===== src/rtl/pio_fifo_pair.sv =====
// TX/RX word FIFO pair between the system bus and the PIO machine. Either
// direction can borrow the other's storage to double its depth.
// Levels are 4 bits wide, so DEPTH may be at most 7.

module pio_fifo_ctl #(
  parameter int PW = 3,
  parameter int LW = 4
) (
  input  logic          clk,
  input  logic          reset,
  input  logic          flush,
  input  logic [LW-1:0] cap,
  input  logic          wr,
  input  logic          rd,
  output logic          wr_ok,
  output logic          rd_ok,
  output logic [PW-1:0] wr_ptr,
  output logic [PW-1:0] rd_ptr,
  output logic [LW-1:0] level,
  output logic          full,
  output logic          empty
);
  logic [PW-1:0] wp_q, wp_d, rp_q, rp_d;
  logic [LW-1:0] lvl_q, lvl_d;

  // Zero capacity falls out naturally as full and empty at once.
  assign full   = (lvl_q >= cap);
  assign empty  = (lvl_q == '0);
  assign wr_ok  = wr & ~full  & ~flush;
  assign rd_ok  = rd & ~empty & ~flush;
  assign wr_ptr = wp_q;
  assign rd_ptr = rp_q;
  assign level  = lvl_q;

  function automatic logic [PW-1:0] bump(input logic [PW-1:0] p,
                                         input logic [LW-1:0] c);
    return (LW'(p) + LW'(1) >= c) ? '0 : p + PW'(1);
  endfunction

  always_comb begin
    wp_d  = wp_q;
    rp_d  = rp_q;
    lvl_d = lvl_q;
    if (flush) begin
      wp_d  = '0;
      rp_d  = '0;
      lvl_d = '0;
    end else begin
      if (wr_ok) wp_d = bump(wp_q, cap);
      if (rd_ok) rp_d = bump(rp_q, cap);
      unique case ({wr_ok, rd_ok})
        2'b10:   lvl_d = lvl_q + LW'(1);
        2'b01:   lvl_d = lvl_q - LW'(1);
        default: lvl_d = lvl_q;
      endcase
    end
  end

  always_ff @(posedge clk) begin
    if (reset) begin
      wp_q  <= '0;
      rp_q  <= '0;
      lvl_q <= '0;
    end else begin
      wp_q  <= wp_d;
      rp_q  <= rp_d;
      lvl_q <= lvl_d;
    end
  end
endmodule

module pio_fifo_pair #(
  parameter int DEPTH = 4
) (
  input  logic        clk,
  input  logic        reset,
  input  logic        join_tx,
  input  logic        join_rx,
  input  logic        tx_wr,
  input  logic [31:0] tx_wdata,
  input  logic        rx_rd,
  output logic [31:0] rx_rdata,
  input  logic        mach_pull,
  output logic [31:0] mach_din,
  output logic        mach_empty,
  input  logic        mach_push,
  input  logic [31:0] mach_dout,
  output logic        mach_full,
  output logic [3:0]  tx_level,
  output logic [3:0]  rx_level,
  output logic        tx_full,
  output logic        tx_empty,
  output logic        rx_full,
  output logic        rx_empty,
  output logic        tx_over,
  output logic        rx_under,
  input  logic [1:0]  flag_clr
);
  localparam int PW = $clog2(2*DEPTH);
  localparam int LW = 4;

  // Shared storage: TX owns the low half, RX the high half; a joined FIFO
  // owns all of it while the other direction has zero capacity.
  logic [31:0]   mem_q [2*DEPTH];
  logic [1:0]    join_q;
  logic          jt, jr, flush;
  logic [LW-1:0] tx_cap, rx_cap;
  logic [PW-1:0] rx_base, tx_wp, tx_rp, rx_wp, rx_rp;
  logic          tx_wr_ok, tx_rd_ok, rx_wr_ok, rx_rd_ok;
  logic          tx_over_q, tx_over_d, rx_under_q, rx_under_d;

  assign jt      = join_q[1] & ~join_q[0];
  assign jr      = join_q[0] & ~join_q[1];
  assign flush   = ({join_tx, join_rx} != join_q);
  assign tx_cap  = jr ? '0 : (jt ? LW'(2*DEPTH) : LW'(DEPTH));
  assign rx_cap  = jt ? '0 : (jr ? LW'(2*DEPTH) : LW'(DEPTH));
  assign rx_base = jr ? '0 : PW'(DEPTH);

  pio_fifo_ctl #(.PW(PW), .LW(LW)) u_tx (
    .clk(clk), .reset(reset), .flush(flush), .cap(tx_cap),
    .wr(tx_wr), .rd(mach_pull), .wr_ok(tx_wr_ok), .rd_ok(tx_rd_ok),
    .wr_ptr(tx_wp), .rd_ptr(tx_rp), .level(tx_level),
    .full(tx_full), .empty(tx_empty)
  );

  pio_fifo_ctl #(.PW(PW), .LW(LW)) u_rx (
    .clk(clk), .reset(reset), .flush(flush), .cap(rx_cap),
    .wr(mach_push), .rd(rx_rd), .wr_ok(rx_wr_ok), .rd_ok(rx_rd_ok),
    .wr_ptr(rx_wp), .rd_ptr(rx_rp), .level(rx_level),
    .full(rx_full), .empty(rx_empty)
  );

  always_ff @(posedge clk) begin
    if (tx_wr_ok) mem_q[tx_wp]           <= tx_wdata;
    if (rx_wr_ok) mem_q[rx_base + rx_wp] <= mach_dout;
  end

  assign mach_din   = tx_empty ? 32'h0 : mem_q[tx_rp];
  assign rx_rdata   = rx_empty ? 32'h0 : mem_q[rx_base + rx_rp];
  assign mach_empty = tx_empty;
  assign mach_full  = rx_full;

  // Set dominates clear; a zero-capacity FIFO never raises its flag.
  always_comb begin
    tx_over_d  = (tx_over_q  & ~flag_clr[0]) |
                 (tx_wr & tx_full & (tx_cap != '0) & ~flush);
    rx_under_d = (rx_under_q & ~flag_clr[1]) |
                 (rx_rd & rx_empty & (rx_cap != '0) & ~flush);
  end

  always_ff @(posedge clk) begin
    if (reset) begin
      join_q     <= {join_tx, join_rx};
      tx_over_q  <= 1'b0;
      rx_under_q <= 1'b0;
    end else begin
      join_q     <= {join_tx, join_rx};
      tx_over_q  <= tx_over_d;
      rx_under_q <= rx_under_d;
    end
  end

  assign tx_over  = tx_over_q;
  assign rx_under = rx_under_q;

  // tx_rd_ok / rx_rd_ok only advance pointers inside the controllers.
  logic unused_ok;
  assign unused_ok = tx_rd_ok ^ rx_rd_ok;
endmodule


===== config.mk =====
export PLATFORM = sky130hd
export DESIGN_NAME = pio_fifo_pair
export DESIGN_NICKNAME = d
export VERILOG_FILES = /design/src/rtl/pio_fifo_pair.sv
export SDC_FILE = /design/constraint.sdc
export NUM_CORES = 1
export LEC_CHECK = 0
export ABC_AREA = 1
export CAP_MARGIN = 10
export CORE_MARGIN = 5
export CORE_UTILIZATION = 54
export CTS_CLUSTER_DIAMETER = 30
export DETAILED_ROUTE_END_ITERATION = 16
export PLACE_DENSITY = 0.78
export SLEW_MARGIN = 20
export SYNTH_ARGS = -nofsm -noshare
export SYNTH_HDL_FRONTEND = slang
export SYNTH_HIERARCHICAL = 1
export SYNTH_SLANG_ARGS = --single-unit

===== constraint.sdc =====
create_clock -name clk -period 4.4 [get_ports clk]
set_input_delay 0.88 -clock clk [delete_from_list [all_inputs] [get_ports clk]]
set_output_delay 0.88 -clock clk [all_outputs]
set_load 0.1 [all_outputs]

==> results by group, run 1 <==
Run status
  • Status: finished, final reports clean

Pwr
  • Tot Pwr: slightly below 0.008 W
  • Max VDD drop: between 0.3 and 0.4 mV
  • Clock power frac: 51.0%
  • Fraction of power spent switching nets: 26.5%
  • Part of the power in registers: between 30 and 40%
  • Pwr/cell area: around 340 mW/mm^2
  • Switching power: about 0.0021 W
  • Leakage power: 11.2 nW
  • Cell Int Power: around 0.0058 W
  • Gate power share: between 10% and 20%

Worst setup path
  • Setup crit end kind: primary output
  • R2R Path End: mem_q[1][27]
  • WP data arrival: between 3000 and 4000 ps
  • Data required, critical path: approximately 3500 ps
  • CP Class: reg -> out
  • Slowest stage delay, CP: 720 ps
  • Crit path buf inv count: 2
  • R2R Path Start: join_q[0]
  • CP Max Fanout: 19
  • Worst path most repeated cell: buf_4
  • R2R cell count: 13
  • Reg-to-reg slack, setup: approximately 900 ps
  • CP max-delay cell: xor2_4
  • Startpoint Class: flop
  • Cell family with most CP delay: buffers and inverters
  • Worst path cell trace: ha_1, xor2_4, buf_4, nor2_1, nor2_2, buf_4

GRT
  • GRT met3 Usage: between 6 and 7%
  • Tot GR Track Use: 32.4%
  • GRT busiest layer: met2
  • GR Util met1: 39.8%
  • Global-route wire length before repair: approximately 100000 um
  • Number of global-route vias before repair: about 20k
  • Antenna violations before repair: 3
  • M2 GR Usage: 54.1%
  • Global route total overflow: 0
  • Pin count of the biggest net entering global routing: slightly above 90

Clock network
  • Max H-tree Level: 2
  • Clock Latency Late Sink: roughly 600 ps
  • Root buf cell: clkbuf_16
  • Post-CTS Setup Bufs: 0
  • Total clock sinks: between 200 and 300
  • CTS tree: done
  • Post-CTS Resized: 0
  • Bufs on Longest Clock Path: 3
  • Hold buffer count at cts: 0
  • TritonCTS Buffers: 60
  • CTS clk-pin slew, worst paths: 40 ps

Synthesis
  • Library cells used by synthesis: 29
  • Cells after Synth: ~2.9k
  • Cell Area, Synth: just under 0.02 mm^2
  • Post-synthesis sequential area ratio: a little over two fifths
  • Avg Inst Size Synth: 6.60 um^2
  • YS warnings: 6
  • Register bit total from synthesis: 280

STA
  • Max frequency: about 0.25 GHz
  • Period Utilization, post-route: roughly 92%
  • Hold Vio Cnt, Final: 0
  • Post-layout min period: around 4100 ps
  • # setup viols final: 0
  • Worst-margin pin slew: roughly 1100 ps
  • PnR worst setup slack: ~340 ps
  • Slew Viols, Final: 0
  • Worst slew margin: approximately a quarter
  • Clock Skew: ~14 ps
  • RSZ-0062 raised after global routing: false
  • Fin Hold WS: about 460 ps

Drt
  • Routed Antenna Nets: 0
  • Via-to-Cell Ratio: around 5.8
  • TritonRoute pass-1 iters: 7
  • DRC: 0
  • 1st-iter DRT viols: 2497
  • Per-cell routed wire length: around 19 um
  • Total Routed Length: roughly 66000 um
  • Via count: about 20k

Floorplan
  • Core Rows: 69
  • Die width: 200 um
  • Die ar.: around 0.04 mm^2
  • Die H: ~200 um
  • Core area: roughly 0.036 mm^2
  • Initial core utilization: between 50% and 60%
  • # IOs: about 150

Placement
  • Port Buffers: 153
  • Dpl hpwl: ~40000 um
  • GPL Wtd Cong: ~0.85
  • Cells after DPL: approximately 3.4k
  • DP Worst Slack: around 630 ps

Min path
  • Hold Path Depth: 2
  • Hold Path Class: reg -> reg
  • Hold endpoint: tx_over
  • Worst hold start: tx_over

Final layout
  • Fin cells: roughly 3.5k
  • P&R area growth vs syn: 18.8%
  • Nets: 3098
  • Share of cells above drive strength 1: between 10% and 20%

Job
  • Max-cap violations: 0
per-stage QoR:
step	instance area, um^2	util, %	TNS (ps)
4_1_cts	23100	64.9	0
5_1_grt	23100	64.9	0
2_1_floorplan	19600	-	-78230
3_5_place_dp	21300	59.8	0
6_report	23100	65.0	0
3_3_place_gp	21300	59.8	0
layout by cell type (no fill, tap or decap), types with 3 or more instances in the layout:
master / synthesis / routed
nand2_1: 1350 / 1346
nand3_1: 464 / 464
inv_1: 317 / 314
edfxtp_1: 256 / 256
nor2_1: 177 / 110
buf_4: 2 / 103
clkdlybuf4s50_1: 0 / 86
nor2_2: 6 / 66
clkbuf_16: 0 / 61
ha_1: 36 / 36
dfxtp_1: 24 / 19
a21oi_1: 18 / 18
clkinv_2: 2 / 17
clkinv_1: 0 / 12
buf_12: 0 / 12
clkbuf_1: 108 / 11
nand2_2: 4 / 8
o21ai_4: 0 / 8
o21ai_1: 8 / 8
nand4_1: 8 / 8
conb_1: 1 / 8
nor2_4: 0 / 7
inv_2: 6 / 7
xnor2_1: 7 / 7
o21ai_0: 14 / 6
xor2_1: 6 / 5
inv_4: 2 / 4
clkinvlp_4: 0 / 4
dfxtp_2: 0 / 3
layout make-up:
class                      instances  area, um^2
antenna                            2        5.00
clock inverter                    37         245
tap                              461         577
multi-input combinational       2116        9400
inverter                         327        1240
fill                            2974       12500
timing repair buffer             201        1870
sequential                       280        8180
clock buffer                      73        1580
flip-flops by register name, summed over array words and instances, names as in the netlist:
signal,cells
u_tx/rd_ptr,3
rx_under,1
tx_over,1
u_rx/rd_ptr,3
u_rx/level,4
u_tx/level,4
mem_q,256
u_tx/wr_ptr,3
join_q,2
u_rx/wr_ptr,3
cells by family (layout without fill, tap and decap cells):
| group | after synthesis | in the layout | synth area share [%] |
|---|---|---|---|
| simple gates | 2013 | 2013 | 42.2 |
| buf+inv | 558 | 638 | 11.4 |
| flops | 280 | 280 | 42.0 |
| compound gates | 44 | 44 | 1.20 |
| fa+ha+maj | 38 | 38 | 2.52 |
| xor+xnor | 13 | 13 | 0.586 |
| other cells | 1 | 10 | 0.0193 |
power groups by stage:
stage | registers [W] | logic (W) | clock network [W]
6_report | 0.00298 | 0.000921 | 0.00406
5_1_grt | 0.00298 | 0.000993 | 0.00420
4_1_cts | 0.00298 | 0.000905 | 0.00406
3_5_place_dp | 0.00302 | 0.000899 | 0
3_3_place_gp | 0.00302 | 0.000870 | 0
2_1_floorplan | 0.00304 | 0.000625 | 0
worst min-delay path: stages (launching register included):
cell and delay [ps]:
dfxtp_1 300, nand2_1 60, a21oi_1 50
Yosys cell counts, drive strengths merged:
library cell / count / share of area [%]
nand2: 1354 / 26
nand3: 466 / 12
inv: 325 / 6.3
edfxtp: 256 / 40
nor2: 183 / 3.6
clkbuf: 164 / 3.5
buf: 67 / 1.6
ha: 36 / 2.3
dfxtp: 24 / 2.5
o21ai: 22 / 0.57
a21oi: 20 / 0.55
nand4: 10 / 0.39
xnor2: 7 / 0.32
xor2: 6 / 0.27
clkinv: 2 / 0.051
fa: 2 / 0.21
o21bai: 2 / 0.077
conb: 1 / 0.019
layer usage:
metal	wire length, um	vias up	share of wire (%)
met5	19	-	0.029
met4	3500	2	5.3
met3	8420	320	13
met2	30500	1484	46
met1	23500	9124	36
li1	-	9260	-
worst max path at each step:
stage                  start  slack, ps  cells past startpoint           end
2_1_floorplan  u_tx/level[0]       -350                      9   mem_q[3][0]
3_3_place_gp         join_rx        740                      9  mem_q[5][10]
3_5_place_dp         join_tx        630                      9  mem_q[5][10]
4_1_cts            join_q[0]        370                      6  rx_rdata[27]
5_1_grt            join_q[0]        240                      6  rx_rdata[27]
6_report           join_q[0]        340                      6  rx_rdata[27]
(Power assumes the default switching activity.)
==> run 2: changes to the inputs <==
--- a/config.mk
+++ b/config.mk
@@ -7,11 +7,13 @@
 export LEC_CHECK = 0
 export ABC_AREA = 1
 export CAP_MARGIN = 10
+export CELL_PAD_IN_SITES_DETAIL_PLACEMENT = 1
+export CELL_PAD_IN_SITES_GLOBAL_PLACEMENT = 2
 export CORE_MARGIN = 5
-export CORE_UTILIZATION = 54
+export CORE_UTILIZATION = 30
 export CTS_CLUSTER_DIAMETER = 30
 export DETAILED_ROUTE_END_ITERATION = 16
-export PLACE_DENSITY = 0.78
+export PLACE_DENSITY_LB_ADDON = 0.1
 export SLEW_MARGIN = 20
 export SYNTH_ARGS = -nofsm -noshare
 export SYNTH_HDL_FRONTEND = slang
==> constraint.sdc (replaced) <==
create_clock -name clk -period 3.65 [get_ports clk]
set_input_delay 0.73 -clock clk [delete_from_list [all_inputs] [get_ports clk]]
set_output_delay 0.73 -clock clk [all_outputs]
set_load 0.1 [all_outputs]
==> results by group, run 2 (synthesis results as in run 1) <==
Run status
  • Status: finished, final reports clean (unchanged)

Pwr
  • Clock power frac: 61.7% (was 51.0%)
  • Max VDD drop: 0.290 mV (was 0.311 mV)
  • Cell Int Power: 0.00947 W (was 0.00585 W)
  • Leakage power: 12.1 nW (was 11.2 nW)
  • Fraction of power spent switching nets: 25.2% (was 26.5%)
  • Switching power: 0.00319 W (was 0.00211 W)
  • Tot Pwr: 0.0127 W (was 0.00796 W)
  • Part of the power in registers: 28.4% (was 37.4%)
  • Pwr/cell area: 483 mW/mm^2 (was 344 mW/mm^2)
  • Gate power share: 9.9% (was 11.6%)

Floorplan
  • # IOs: 154 (unchanged)
  • Die ar.: 0.0700 mm^2 (was 0.0399 mm^2)
  • Initial core utilization: 30.2% (was 54.7%)
  • Core Rows: 93 (was 69)
  • Core area: 0.0643 mm^2 (was 0.0356 mm^2)
  • Die width: 265 um (was 200 um)
  • Die H: 265 um (was 200 um)

Placement
  • DP Worst Slack: 233 ps (was 631 ps)
  • Dpl hpwl: 52000 um (was 39700 um)
  • Cells after DPL: 3802 (was 3385)
  • GPL Wtd Cong: 0.796 (was 0.850)
  • Port Buffers: 153 (unchanged)

Final layout
  • Max reg flops: 256 (unchanged)
  • Nets: 3152 (was 3098)
  • Multi-input logic area: 0.00972 mm^2 (was 0.00940 mm^2)
  • Fin cells: 3974 (was 3497)
  • Leading cell type in the layout, fill and taps excluded: nand2_1 (unchanged)
  • Most frequent cells in the layout: nand2_1, nand3_1, inv_1 (unchanged)
  • P&R area growth vs syn: 34.7% (was 18.8%)
  • Final core occ: 40.7% (was 65.0%)
  • Reg with most FFs: mem_q (unchanged)
  • Share of cells above drive strength 1: 12.9% (was 10.4%)
  • Sequential standard cell area: 0.00818 mm^2 (about the same)
  • Fillers: 7793 (was 2974)

Worst setup path
  • Setup crit end kind: primary output (unchanged)
  • R2R Path End: mem_q[2][21] (was mem_q[1][27])
  • CP Class: reg -> out (unchanged)
  • Reg-to-reg slack, setup: 370 ps (was 880 ps)
  • R2R cell count: 8 (was 13)
  • WP data arrival: 2730 ps (was 3180 ps)
  • CP Max Fanout: 61 (was 19)
  • Data required, critical path: 2920 ps (was 3520 ps)
  • R2R Path Start: join_q[1] (was join_q[0])
  • Startpoint Class: flop (unchanged)

Job
  • Max-cap violations: 0 (unchanged)

Clock network
  • Root buf cell: clkbuf_16 (unchanged)
  • Post-CTS Resized: 0 (unchanged)
  • TritonCTS Buffers: 91 (was 60)
  • Max H-tree Level: 3 (was 2)
  • CTS tree: done (unchanged)
  • Clock Latency Late Sink: 630 ps (was 590 ps)
  • Hold buffer count at cts: 0 (unchanged)
  • Bufs on Longest Clock Path: 3 (unchanged)
  • Total clock sinks: 280 (unchanged)
  • CTS clk-pin slew, worst paths: 40 ps (about the same)
  • Post-CTS Setup Bufs: 0 (unchanged)

STA
  • Worst-margin pin slew: 1080 ps (was 1130 ps)
  • Hold Vio Cnt, Final: 0 (unchanged)
  • Slew Viols, Final: 0 (unchanged)
  • Clock Skew: 34.2 ps (was 14.3 ps)
  • # setup viols final: 0 (unchanged)
  • RSZ-0062 raised after global routing: false (unchanged)
  • Max frequency: between 0.2 and 0.3 GHz
  • PnR worst setup slack: 193 ps (was 338 ps)
  • Worst slew margin: 27.7% (was 24.9%)
  • Period Utilization, post-route: 94.7%
  • Post-layout min period: ~3500 ps
  • TNS Setup: 0 ps (unchanged)

GRT
  • GRT met3 Usage: 3.99% (was 6.86%)
  • Antenna violations before repair: 2 (was 3)
  • GRT busiest layer: met2 (unchanged)
  • Global route total overflow: 0 (unchanged)
  • GR Util met1: 30.5% (was 39.8%)
  • Global-route wire length before repair: 128000 um (was 103000 um)
  • Number of global-route vias before repair: 21.0k (was 20.1k)
  • Tot GR Track Use: 23.8% (was 32.4%)
  • M2 GR Usage: 40.7% (was 54.1%)
  • Pin count of the biggest net entering global routing: 132 (was 93)

Drt
  • Routed Antenna Nets: 0 (unchanged)
  • 1st-iter DRT viols: 1078 (was 2497)
  • Per-cell routed wire length: 21.5 um (was 18.9 um)
  • Total Routed Length: 85600 um (was 65900 um)
  • DRC: 0 (unchanged)
  • Via count: 19.9k (was 20.2k)
  • TritonRoute pass-1 iters: 5 (was 7)
  • Via-to-Cell Ratio: 5.01 (was 5.77)

Min path
  • Hold Path Depth: 2 (unchanged)
  • Hold endpoint: tx_over (unchanged)
  • Worst hold start: tx_over (unchanged)
  • Hold Path Class: reg -> reg (unchanged)
## run 2: worst max-delay path, cell delays in order, from the launching register on
cell     delay, ps
dfxtp_4        640
inv_6          350
buf_4          310
nand2_1         90
nand3_1         80
nand2_1        120
nor2_1          80
nor2_4         210
buf_12         200
## run 2: how the worst max path moves through the flow
stage	end	slack (ps)	depth (start not counted)	startpoint
floorplan	mach_din[10]	50	7	u_tx/level[1]
global placement	u_tx/level[3]	290	13	join_rx
detailed placement	mem_q[2][25]	230	10	join_tx
CTS	rx_rdata[15]	160	8	u_rx/rd_ptr[0]
global route	rx_rdata[31]	60	8	u_rx/rd_ptr[0]
finish	rx_rdata[15]	190	8	u_rx/rd_ptr[0]
## run 2: metal layers
metal  share of wire [%]  wire length (um)
met1                  44             37400
met2                  49             41600
met3                 4.8              4090
met4                 2.9              2480
met5               0.015                13
## run 2: power groups by stage
stage	sequential, W	clock (W)	combinational, W
2_1_floorplan	0.00366	0	0.000790
3_3_place_gp	0.00365	0	0.00123
3_5_place_dp	0.00365	0	0.00125
4_1_cts	0.00359	0.00793	0.00126
5_1_grt	0.00360	0.00812	0.00135
6_report	0.00359	0.00781	0.00125
## run 2: per-stage QoR
stage | cell area, um^2 | hold WS (ps)
2_1_floorplan | 20000 | 512
3_3_place_gp | 23100 | 461
3_5_place_dp | 23100 | 471
4_1_cts | 26200 | 476
5_1_grt | 26200 | 493
6_report | 26200 | 468
## run 2: final cells by class
type / count / area share, %
clock buffers: 110 / 9.13
clock inverters: 61 / 2.57
flip-flops and latches: 280 / 31.2
repair buffers: 224 / 11.1
multi-input cells: 2116 / 37.1
inverters: 327 / 4.75
diodes: 1 / 0.00955
well taps: 855 / 4.08
==> run 3: changes to the inputs <==
==> constraint.sdc (replaced) <==
create_clock -name clk -period 2.89 [get_ports clk]
set_input_delay 0.578 -clock clk [delete_from_list [all_inputs] [get_ports clk]]
set_output_delay 0.578 -clock clk [all_outputs]
set_load 0.1 [all_outputs]
==> results by group, run 3 (synthesis results as in run 1) <==
GRT
  • Tot GR Track Use: 24.3% (was 23.8%)
  • Antenna violations before repair: 2 (unchanged)
  • Number of global-route vias before repair: 21.8k (was 21.0k)
  • Global-route wire length before repair: 131000 um (was 128000 um)
  • Pin count of the biggest net entering global routing: 80 (was 132)
  • Global route total overflow: 0 (unchanged)

Drt
  • DRC: 0 (unchanged)
  • TritonRoute pass-1 iters: 5 (unchanged)
  • Per-cell routed wire length: 22.4 um (was 21.5 um)
  • Total Routed Length: 90400 um (was 85600 um)
  • Via-to-Cell Ratio: 5.01 (about the same)
  • Via count: 20.2k (was 19.9k)
  • Routed Antenna Nets: 0 (unchanged)
  • 1st-iter DRT viols: 1239 (was 1078)

STA
  • Worst-margin pin slew: 633 ps (was 1080 ps)
  • TNS Setup: 0 ps (unchanged)
  • Worst slew margin: 57.5% (was 27.7%)
  • Slew Viols, Final: 0 (unchanged)
  • # setup viols final: 0 (unchanged)
  • Post-layout min period: around 2800 ps
  • Hold Vio Cnt, Final: 0 (unchanged)
  • Period Utilization, post-route: 98.1%
  • Fin Hold WS: 464 ps (was 468 ps)
  • Max frequency: between 0.3 and 0.4 GHz
  • Clock Skew: 23.9 ps (was 34.2 ps)

Final layout
  • Most frequent cells in the layout: nand2_1, nand3_1, inv_1 (unchanged)
  • Reg with most FFs: mem_q (unchanged)
  • Leading cell type in the layout, fill and taps excluded: nand2_1 (unchanged)
  • Nets: 3222 (was 3152)
  • P&R area growth vs syn: 42.7% (was 34.7%)
  • Max reg flops: 256 (unchanged)
  • Share of cells above drive strength 1: 17.5% (was 12.9%)
  • Fillers: 7720 (was 7793)

Placement
  • GPL Wtd Cong: 0.811 (was 0.796)
  • Dpl hpwl: 55300 um (was 52000 um)
  • Port Buffers: 153 (unchanged)

Clock network
  • Bufs on Longest Clock Path: 3 (unchanged)
  • Root buf cell: clkbuf_16 (unchanged)
  • Total clock sinks: 280 (unchanged)
  • TritonCTS Buffers: 85 (was 91)
  • CTS clk-pin slew, worst paths: 40 ps (about the same)
  • Hold buffer count at cts: 0 (unchanged)
  • CTS tree: done (unchanged)
  • Max H-tree Level: 3 (unchanged)
  • Clock Latency Late Sink: 610 ps (was 630 ps)

Floorplan
  • Core area: 0.0643 mm^2 (unchanged)
  • Initial core utilization: 30.2% (unchanged)
  • # IOs: 154 (unchanged)
  • Die H: 265 um (unchanged)
  • Core Rows: 93 (unchanged)
  • Die ar.: 0.0700 mm^2 (unchanged)
  • Die width: 265 um (unchanged)

Pwr
  • Max VDD drop: 0.375 mV (was 0.290 mV)
  • Leakage power: 12.7 nW (was 12.1 nW)
  • Pwr/cell area: 567 mW/mm^2 (was 483 mW/mm^2)

Worst setup path
  • CP Max Fanout: 26 (was 61)
  • CP Class: reg -> out (unchanged)
  • Setup crit end kind: primary output (unchanged)
  • Data required, critical path: 2310 ps (was 2920 ps)
  • WP data arrival: 2260 ps (was 2730 ps)
  • Startpoint Class: flop (unchanged)

Min path
  • Hold Path Class: reg -> reg (unchanged)

Run status
  • Status: finished, final reports clean (unchanged)

Job
  • Max-cap violations: 0 (unchanged)
==> run 3: cell types whose count changed in the layout (fill, tap and decap cells not counted), moves of 8 or more <==
cell	previous run	this run
nand2_1	1346	1313
buf_12	82	110
nand3_1	463	437
buf_4	60	85
nand2_2	8	33
nand3_2	3	19
nor2_1	106	92
buf_6	0	13
nor2_4	67	79
dfxtp_1	19	9
nand3_4	0	10
clkdlybuf4s50_1	82	73
dfxtp_4	3	12
nand2_4	0	8
==> run 3: layout make-up <==
type                    count  area (um^2)  area share (%)
flip-flops and latches    280         8220            29.6
diodes                      1         2.50         0.00902
multi-input cells        2116        10200            36.7
inverters                 327         1240            4.49
clock buffers             115         2340            8.45
repair buffers            300         4150            15.0
well taps                 855         1070            3.85
clock inverters            44          534            1.92
==> run 3: worst paths after layout <==
kind / from / endpoint / slack (ps) / cells past startpoint
worst min register to register: u_tx/level[0] / u_tx/level[0] / 460 / 1
worst max-delay path: u_rx/rd_ptr[1] / rx_rdata[0] / 60 / 7
worst min-delay path: u_tx/level[0] / u_tx/level[0] / 460 / 1
worst max register to register: join_q[1] / mem_q[0][0] / 90 / 16
==> run 3: per-stage QoR <==
step / cells / power (W) / setup slack [ps] / util, % / cell area [um^2]
floorplan: 2954 / 0.00561 / -12.9 / - / 20100
global route: 4037 / 0.0163 / -44.4 / 43.1 / 27800
global placement: 3842 / 0.00620 / -94.7 / 36.8 / 23700
CTS: 4018 / 0.0158 / -111 / 42.1 / 27100
detailed placement: 3842 / 0.00624 / -158 / 36.8 / 23700
finish: 4038 / 0.0157 / 55.6 / 43.1 / 27800
==> run 3: what timing repair did <==
item / 4_1_cts / 5_1_grt
pin swaps: 13 / 37
gates cloned: 4 / 9
setup buffers: 14 / 14
resized for setup: 60 / 97
endpoints found under the setup margin: 55 / 472
==> run 3: critical path, cell delays in order (launching register included) <==
cell and delay [ps]:
dfxtp_2 340, inv_2 300, buf_12 270, nand3_1 160
nand3_2 110, nand2_2 70, nor2_4 200, buf_12 200
==> run 3: where the power goes <==
| part | total [W] | internal, W | switching [W] |
|---|---|---|---|
| registers | 0.00454 | 0.00451 | 0.0000272 |
| logic | 0.00182 | 0.000624 | 0.00120 |
| clock network | 0.00938 | 0.00666 | 0.00272 |
| total | 0.0157 | 0.0118 | 0.00394 |
==> run 3: per-layer routing <==
layer	up-vias	routed length, um	global-route usage [%]
li1	9544	-	-
met1	9949	38300	30.1
met2	564	44600	43.2
met3	178	4410	3.32
met4	2	3140	9.02
met5	-	13	0
